--- src/rtl/target_match_unit_pkg.sv ---
// Shared types and constants for the target match unit.
// Provides the FSM state enum, mode encodings and default sizes.
package target_match_pkg;

    typedef enum logic [1:0] {
        IDLE,
        ARMED,
        MATCHED
    } state_e;

    localparam logic MODE_EQ = 1'b0;
    localparam logic MODE_GE = 1'b1;

    localparam int DEF_WIDTH    = 13;
    localparam int DEF_CHANNELS = 4;

    // Channel index width, never narrower than one bit.
    function automatic int ch_w(input int n);
        return (n > 1) ? $clog2(n) : 1;
    endfunction

endpackage

--- src/rtl/target_match_unit_if.sv ---
// Bus bundle for the target match unit.
// master: value, load_*, arm, disarm out; slave: match/first/busy out.
interface target_match_unit_if
    import target_match_pkg::*;
#(
    parameter int WIDTH    = DEF_WIDTH,
    parameter int CHANNELS = DEF_CHANNELS
);
    localparam int CH_W = ch_w(CHANNELS);

    logic [WIDTH-1:0]    value;
    logic                load_en;
    logic [CH_W-1:0]     load_ch;
    logic [WIDTH-1:0]    load_target;
    logic                load_mode;
    logic                arm;
    logic                disarm;
    logic [CHANNELS-1:0] match_level;
    logic [CHANNELS-1:0] match_pulse;
    logic [CHANNELS-1:0] sticky;
    logic                first_valid;
    logic [CH_W-1:0]     first_ch;
    logic                busy;

    modport master (
        output value, load_en, load_ch, load_target, load_mode,
        output arm, disarm,
        input  match_level, match_pulse, sticky,
        input  first_valid, first_ch, busy
    );

    modport slave (
        input  value, load_en, load_ch, load_target, load_mode,
        input  arm, disarm,
        output match_level, match_pulse, sticky,
        output first_valid, first_ch, busy
    );

endinterface

--- src/rtl/target_match_unit_cmp.sv ---
// Single-channel comparator: EQ or GE of value against target.
// Ports: value, target, mode, enable in; hit out (0 when disabled).
module match_cmp
    import target_match_pkg::*;
#(
    parameter int WIDTH = DEF_WIDTH
) (
    input  logic [WIDTH-1:0] value,
    input  logic [WIDTH-1:0] target,
    input  logic             mode,
    input  logic             enable,
    output logic             hit
);

    always_comb begin
        hit = 1'b0;
        if (enable) begin
            hit = (mode == MODE_GE) ? (value >= target)
                                    : (value == target);
        end
    end

endmodule

--- src/rtl/target_match_unit.sv ---
// Multi-channel registered comparator with first-hit capture.
// Ports: clk, rst_n, bus (slave: value/load/arm/disarm in, flags out).
module target_match_unit
    import target_match_pkg::*;
#(
    parameter int WIDTH    = DEF_WIDTH,
    parameter int CHANNELS = DEF_CHANNELS
) (
    input  logic                 clk,
    input  logic                 rst_n,
    target_match_unit_if.slave   bus
);

    localparam int CH_W = ch_w(CHANNELS);

    logic [WIDTH-1:0]    tgt_q [CHANNELS];
    logic [CHANNELS-1:0] mode_q;

    state_e              state_q, state_d;
    logic [CHANNELS-1:0] level_q, level_d;
    logic [CHANNELS-1:0] pulse_q, pulse_d;
    logic [CHANNELS-1:0] sticky_q, sticky_d;
    logic                fv_q, fv_d;
    logic [CH_W-1:0]     fch_q, fch_d;
    logic                busy_q;

    logic [CHANNELS-1:0] raw;
    logic [CH_W-1:0]     low_idx;
    logic                cmp_en;
    logic                clr;

    // arm/disarm cycles restart detection, so their hits are dropped.
    assign clr    = bus.arm | bus.disarm;
    assign cmp_en = (state_q != IDLE) & ~clr;

    for (genvar g = 0; g < CHANNELS; g++) begin : g_cmp
        match_cmp #(.WIDTH(WIDTH)) u_cmp (
            .value  (bus.value),
            .target (tgt_q[g]),
            .mode   (mode_q[g]),
            .enable (cmp_en),
            .hit    (raw[g])
        );
    end

    // Lowest set index wins: scan downward so it is written last.
    always_comb begin
        low_idx = '0;
        for (int i = CHANNELS - 1; i >= 0; i--) begin
            if (raw[i]) low_idx = CH_W'(i);
        end
    end

    always_comb begin
        state_d  = state_q;
        level_d  = raw;
        pulse_d  = raw & ~level_q;
        sticky_d = sticky_q | raw;
        fv_d     = fv_q;
        fch_d    = fch_q;
        if (bus.disarm) begin
            state_d = IDLE;
        end else if (bus.arm) begin
            state_d = ARMED;
        end else if (state_q == ARMED && |raw) begin
            state_d = MATCHED;
            fv_d    = 1'b1;
            fch_d   = low_idx;
        end
        if (clr) begin
            level_d  = '0;
            pulse_d  = '0;
            sticky_d = '0;
            fv_d     = 1'b0;
            fch_d    = '0;
        end
    end

    always_ff @(posedge clk or negedge rst_n) begin
        if (!rst_n) begin
            state_q  <= IDLE;
            level_q  <= '0;
            pulse_q  <= '0;
            sticky_q <= '0;
            fv_q     <= 1'b0;
            fch_q    <= '0;
            busy_q   <= 1'b0;
        end else begin
            state_q  <= state_d;
            level_q  <= level_d;
            pulse_q  <= pulse_d;
            sticky_q <= sticky_d;
            fv_q     <= fv_d;
            fch_q    <= fch_d;
            busy_q   <= (state_d != IDLE);
        end
    end

    // Out-of-range channel indices match no entry and are dropped.
    always_ff @(posedge clk or negedge rst_n) begin
        if (!rst_n) begin
            for (int i = 0; i < CHANNELS; i++) tgt_q[i] <= '0;
            mode_q <= {CHANNELS{MODE_EQ}};
        end else if (bus.load_en) begin
            for (int i = 0; i < CHANNELS; i++) begin
                if (int'(bus.load_ch) == i) begin
                    tgt_q[i]  <= bus.load_target;
                    mode_q[i] <= bus.load_mode;
                end
            end
        end
    end

    assign bus.match_level = level_q;
    assign bus.match_pulse = pulse_q;
    assign bus.sticky      = sticky_q;
    assign bus.first_valid = fv_q;
    assign bus.first_ch    = fch_q;
    assign bus.busy        = busy_q;

endmodule
--- src/flat_wrapper.sv ---
// flat-port wrapper written by rule: the top's interface ports become plain ports
module target_match_unit_flat import target_match_pkg::*;
#(
    parameter int WIDTH    = DEF_WIDTH,
    parameter int CHANNELS = DEF_CHANNELS
)
  (clk, rst_n, bus_value, bus_load_en, bus_load_ch, bus_load_target, bus_load_mode, bus_arm, bus_disarm, bus_match_level, bus_match_pulse, bus_sticky, bus_first_valid, bus_first_ch, bus_busy);
  target_match_unit_if #(.WIDTH(WIDTH), .CHANNELS(CHANNELS)) bus_i ();
  input  logic clk;
  input  logic rst_n;
  input wire logic [$bits(bus_i.value)-1:0] bus_value;
  input wire logic [$bits(bus_i.load_en)-1:0] bus_load_en;
  input wire logic [$bits(bus_i.load_ch)-1:0] bus_load_ch;
  input wire logic [$bits(bus_i.load_target)-1:0] bus_load_target;
  input wire logic [$bits(bus_i.load_mode)-1:0] bus_load_mode;
  input wire logic [$bits(bus_i.arm)-1:0] bus_arm;
  input wire logic [$bits(bus_i.disarm)-1:0] bus_disarm;
  output wire logic [$bits(bus_i.match_level)-1:0] bus_match_level;
  output wire logic [$bits(bus_i.match_pulse)-1:0] bus_match_pulse;
  output wire logic [$bits(bus_i.sticky)-1:0] bus_sticky;
  output wire logic [$bits(bus_i.first_valid)-1:0] bus_first_valid;
  output wire logic [$bits(bus_i.first_ch)-1:0] bus_first_ch;
  output wire logic [$bits(bus_i.busy)-1:0] bus_busy;
  assign bus_i.value = bus_value;
  assign bus_i.load_en = bus_load_en;
  assign bus_i.load_ch = bus_load_ch;
  assign bus_i.load_target = bus_load_target;
  assign bus_i.load_mode = bus_load_mode;
  assign bus_i.arm = bus_arm;
  assign bus_i.disarm = bus_disarm;
  assign bus_match_level = bus_i.match_level;
  assign bus_match_pulse = bus_i.match_pulse;
  assign bus_sticky = bus_i.sticky;
  assign bus_first_valid = bus_i.first_valid;
  assign bus_first_ch = bus_i.first_ch;
  assign bus_busy = bus_i.busy;
  target_match_unit #(.WIDTH(WIDTH), .CHANNELS(CHANNELS)) u_core (.clk(clk), .rst_n(rst_n), .bus(bus_i));
endmodule
--- config.mk ---
export PLATFORM = sky130hd
export DESIGN_NAME = target_match_unit_flat
export DESIGN_NICKNAME = d
export VERILOG_FILES = /design/src/rtl/target_match_unit_pkg.sv /design/src/rtl/target_match_unit_if.sv /design/src/rtl/target_match_unit_cmp.sv /design/src/rtl/target_match_unit.sv /design/src/flat_wrapper.sv
export SDC_FILE = /design/constraint.sdc
export NUM_CORES = 1
export LEC_CHECK = 0
export BUFFER_PORTS_ARGS = -buffer_cell sky130_fd_sc_hd__buf_2
export CORE_ASPECT_RATIO = 1.2
export CORE_MARGIN = 10
export CORE_UTILIZATION = 50
export DETAILED_ROUTE_END_ITERATION = 10
export PLACE_DENSITY = 0.7
export SLEW_MARGIN = 25
export SYNTH_ARGS = -nofsm -noshare
export SYNTH_HDL_FRONTEND = slang
export SYNTH_SLANG_ARGS = --single-unit
--- constraint.sdc ---
create_clock -name clk -period 2.8 [get_ports clk]
set_input_delay 0.14 -clock clk [delete_from_list [all_inputs] [get_ports clk]]
set_output_delay 0.14 -clock clk [all_outputs]
set_load 0.02 [all_outputs]
==> metrics.txt <==
WP depth 7; Post-synth EDFFs 0; commonest cells after routing, fill and taps aside 74 x dfrtp_1, 56 x inv_1, 52 x ha_1; Rel. slew slack 0.396; actual slew at the worst max-slew pin 0.903 ns; clock skew 0.00763 ns; initial antenna violation count 0; vias in the first global route 3070; Avg Inst Size Synth 10.9 um^2; Post-Syn Nets 459; Total Die Area 12200 um^2; htree depth 3; Setup Fix Bufs, Post-CTS 0; grt met1 use 0.184; die height 119 um; # setup viols final 0; most common cell after layout, fill and taps aside dfrtp_1; DR vias/cell 5.52; most used routing layer met2; final net count 518; CTS buffer count 9; r2r endpoint u_core.state_q[1]$_DFF_PN0_; first-pass GRT wire length 14800 um; gr usage total 0.152; # DRC 0; CTS tree built; # diodes 0; Gate Count Post-Synth 373; post-layout util 0.596; Critical Path Sink u_core.state_q[1]$_DFF_PN0_; cell family with most CP delay compound AO/OA/AOI/OAI gates; initial drt markers 99; Worst-Skew Late Latency 0.34 ns; Non-Filler Instances 528; Root Buffer clkbuf_8; Leak Pwr 2.41 nW; reg-to-reg critical path startpoint u_core.tgt_q[39]$_DFFE_PN0P_; Crit Path Max Fanout 7; clock tree buffer depth 2; fmax 427 MHz; WP buf/inv 0; maxcap violations 0; synth unique cells 42; total grt overflow 0; DIE WIDTH 102 um; Area Growth Syn to Fin 14.3%; R2R cell count 7; Post-DP Area 4440 um^2; CP cell instances ha_1 > a22o_1 > o2111ai_1 > a2111oi_0 > a31oi_1 > nand2b_1 > o41a_1; Max VDD drop 378 uV; FF+latch count, synth 74; top cell type's share of synthesized area 0.456; unrepaired setup endpoints after global routing no; Final Cell Area 4650 um^2; share of cells above drive strength 1 0.261; crit path time final 2.34 ns; Synth area leader dfrtp_1; met2 GRT Util 0.260; Detailed Place HPWL 6870 um; total I/O pin count 50; placed insts 511; top_reg_cell synth dfrtp_1; Total Neg Setup Slack 0 ns; DR WL/cell 16.6 um; via count 2912; async set-reset flop share out of synthesis 1.00; Worst-path clk slew 0.08 ns; clk sinks 74; final hold vios 0; top cells by area, synth dfrtp_1 46%, ha_1 16%, mux2_2 12%; initial core utilization 0.522; Syn. warnings 0; met3 Use GR 0.0414; GPL Wtd Cong 0.840; Tcrit/Tclk final 0.836; row cnt 35; Routed Antenna Nets 0; Worst setup EP type flip-flop; crit start category flip-flop; Hold Path Class in2reg; placeable core area 7790 um^2; largest net degree at the start of global routing 41; R2R setup slack 0.46 ns; PD cells 621 nW/um^2; critical path required time 3.03 ns; worst setup path category reg2reg; max-slew violations 0; IO buf count 49; status complete, no violations; sequential share of the synthesized area 0.456; WL final 8740 um; crit path launch u_core.tgt_q[39]$_DFFE_PN0P_; Arr. time, crit path 2.57 ns; crit-path max cell delay 0.49 ns; Post-Syn Area 4070 um^2; critical path's slowest cell a31oi_1; DR pass1 iterations 4
[per-stage QoR]
step	setup WS, ns	power, mW	hold slack (ns)
2_1_floorplan	0.692	1.85	-0.156
3_3_place_gp	0.530	2.07	0.266
3_5_place_dp	0.471	2.10	0.276
4_1_cts	0.455	2.91	0.0337
5_1_grt	0.235	3.09	0.0386
6_report	0.460	2.89	0.0393
[worst min path at each step]
stage | endpoint | depth (start not counted) | from | slack [ns]
2_1_floorplan | u_core.bus.busy$_DFF_PN0_ | 0 | rst_n | -0.16
3_3_place_gp | u_core.tgt_q[3]$_DFFE_PN0P_ | 1 | rst_n | 0.27
3_5_place_dp | u_core.tgt_q[3]$_DFFE_PN0P_ | 1 | rst_n | 0.28
4_1_cts | u_core.tgt_q[41]$_DFFE_PN0P_ | 3 | bus_load_target[2] | 0.03
5_1_grt | u_core.tgt_q[42]$_DFFE_PN0P_ | 3 | bus_load_target[3] | 0.04
6_report | u_core.tgt_q[41]$_DFFE_PN0P_ | 3 | bus_load_target[2] | 0.04
[synthesized netlist by cell type, types with 5 or more instances]
cell type / count
dfrtp_1: 74
inv_1: 56
ha_1: 52
mux2_2: 44
nand2_1: 24
a21oi_1: 22
o21ai_0: 20
nand3_1: 8
a21o_1: 7
nand4_1: 6
nor2b_1: 6
clkbuf_1: 5
nor2_1: 5
[cell families after synthesis]
kind of cell             Yosys count  share of synthesized area
AND/OR/NAND/NOR                   69                     0.0911
buffers and inverters             62                     0.0576
AO/OA/AOI/OAI                     72                      0.114
flip-flops                        74                      0.456
adder cells (fa/ha/maj)           52                      0.160
multiplexers                      44                      0.122
[what timing repair did]
| item | CTS | global route |
|---|---|---|
| hold endpoints to repair | 35 | 0 |
| hold buffers | 2 | 0 |
| resized for setup | 0 | 0 |
[where the power goes]
part	leakage (nW)	total [mW]	switching [mW]	internal, mW
Sequential	0.913	1.34	0.0936	1.24
Clock	0.0921	0.806	0.400	0.406
Combinational	1.40	0.744	0.396	0.348
Total	2.41	2.89	0.890	1.99
[cell type report]
type	count	area (um^2)
Fill cell	689	3150
Tap cell	92	115
Inverter	56	210
Clock inverter	5	56.3
Sequential cell	74	1850
Timing Repair Buffer	54	300
Clock buffer	10	128
Multi-Input combinational cell	237	1980
[routing by layer]
layer	vias to the layer above	wire length, um
li1	1427	-
met1	1432	3750
met2	46	4510
met3	7	398
met4	0	82
met5	-	0
[worst min-delay path, cell delays in order]
cell and delay (ns):
buf_2 0.11, nand2_1 0.04, o21ai_0 0.06
[flip-flops by register name (all words and copies together) (netlist names)]
| signal | count |
|---|---|
| u_core.bus.busy | 1 |
| u_core.bus.first_ch | 2 |
| u_core.bus.first_valid | 1 |
| u_core.bus.match_level | 4 |
| u_core.bus.match_pulse | 4 |
| u_core.bus.sticky | 4 |
| u_core.mode_q | 4 |
| u_core.state_q | 2 |
| u_core.tgt_q | 52 |
Power figures use the tool's default switching activity.
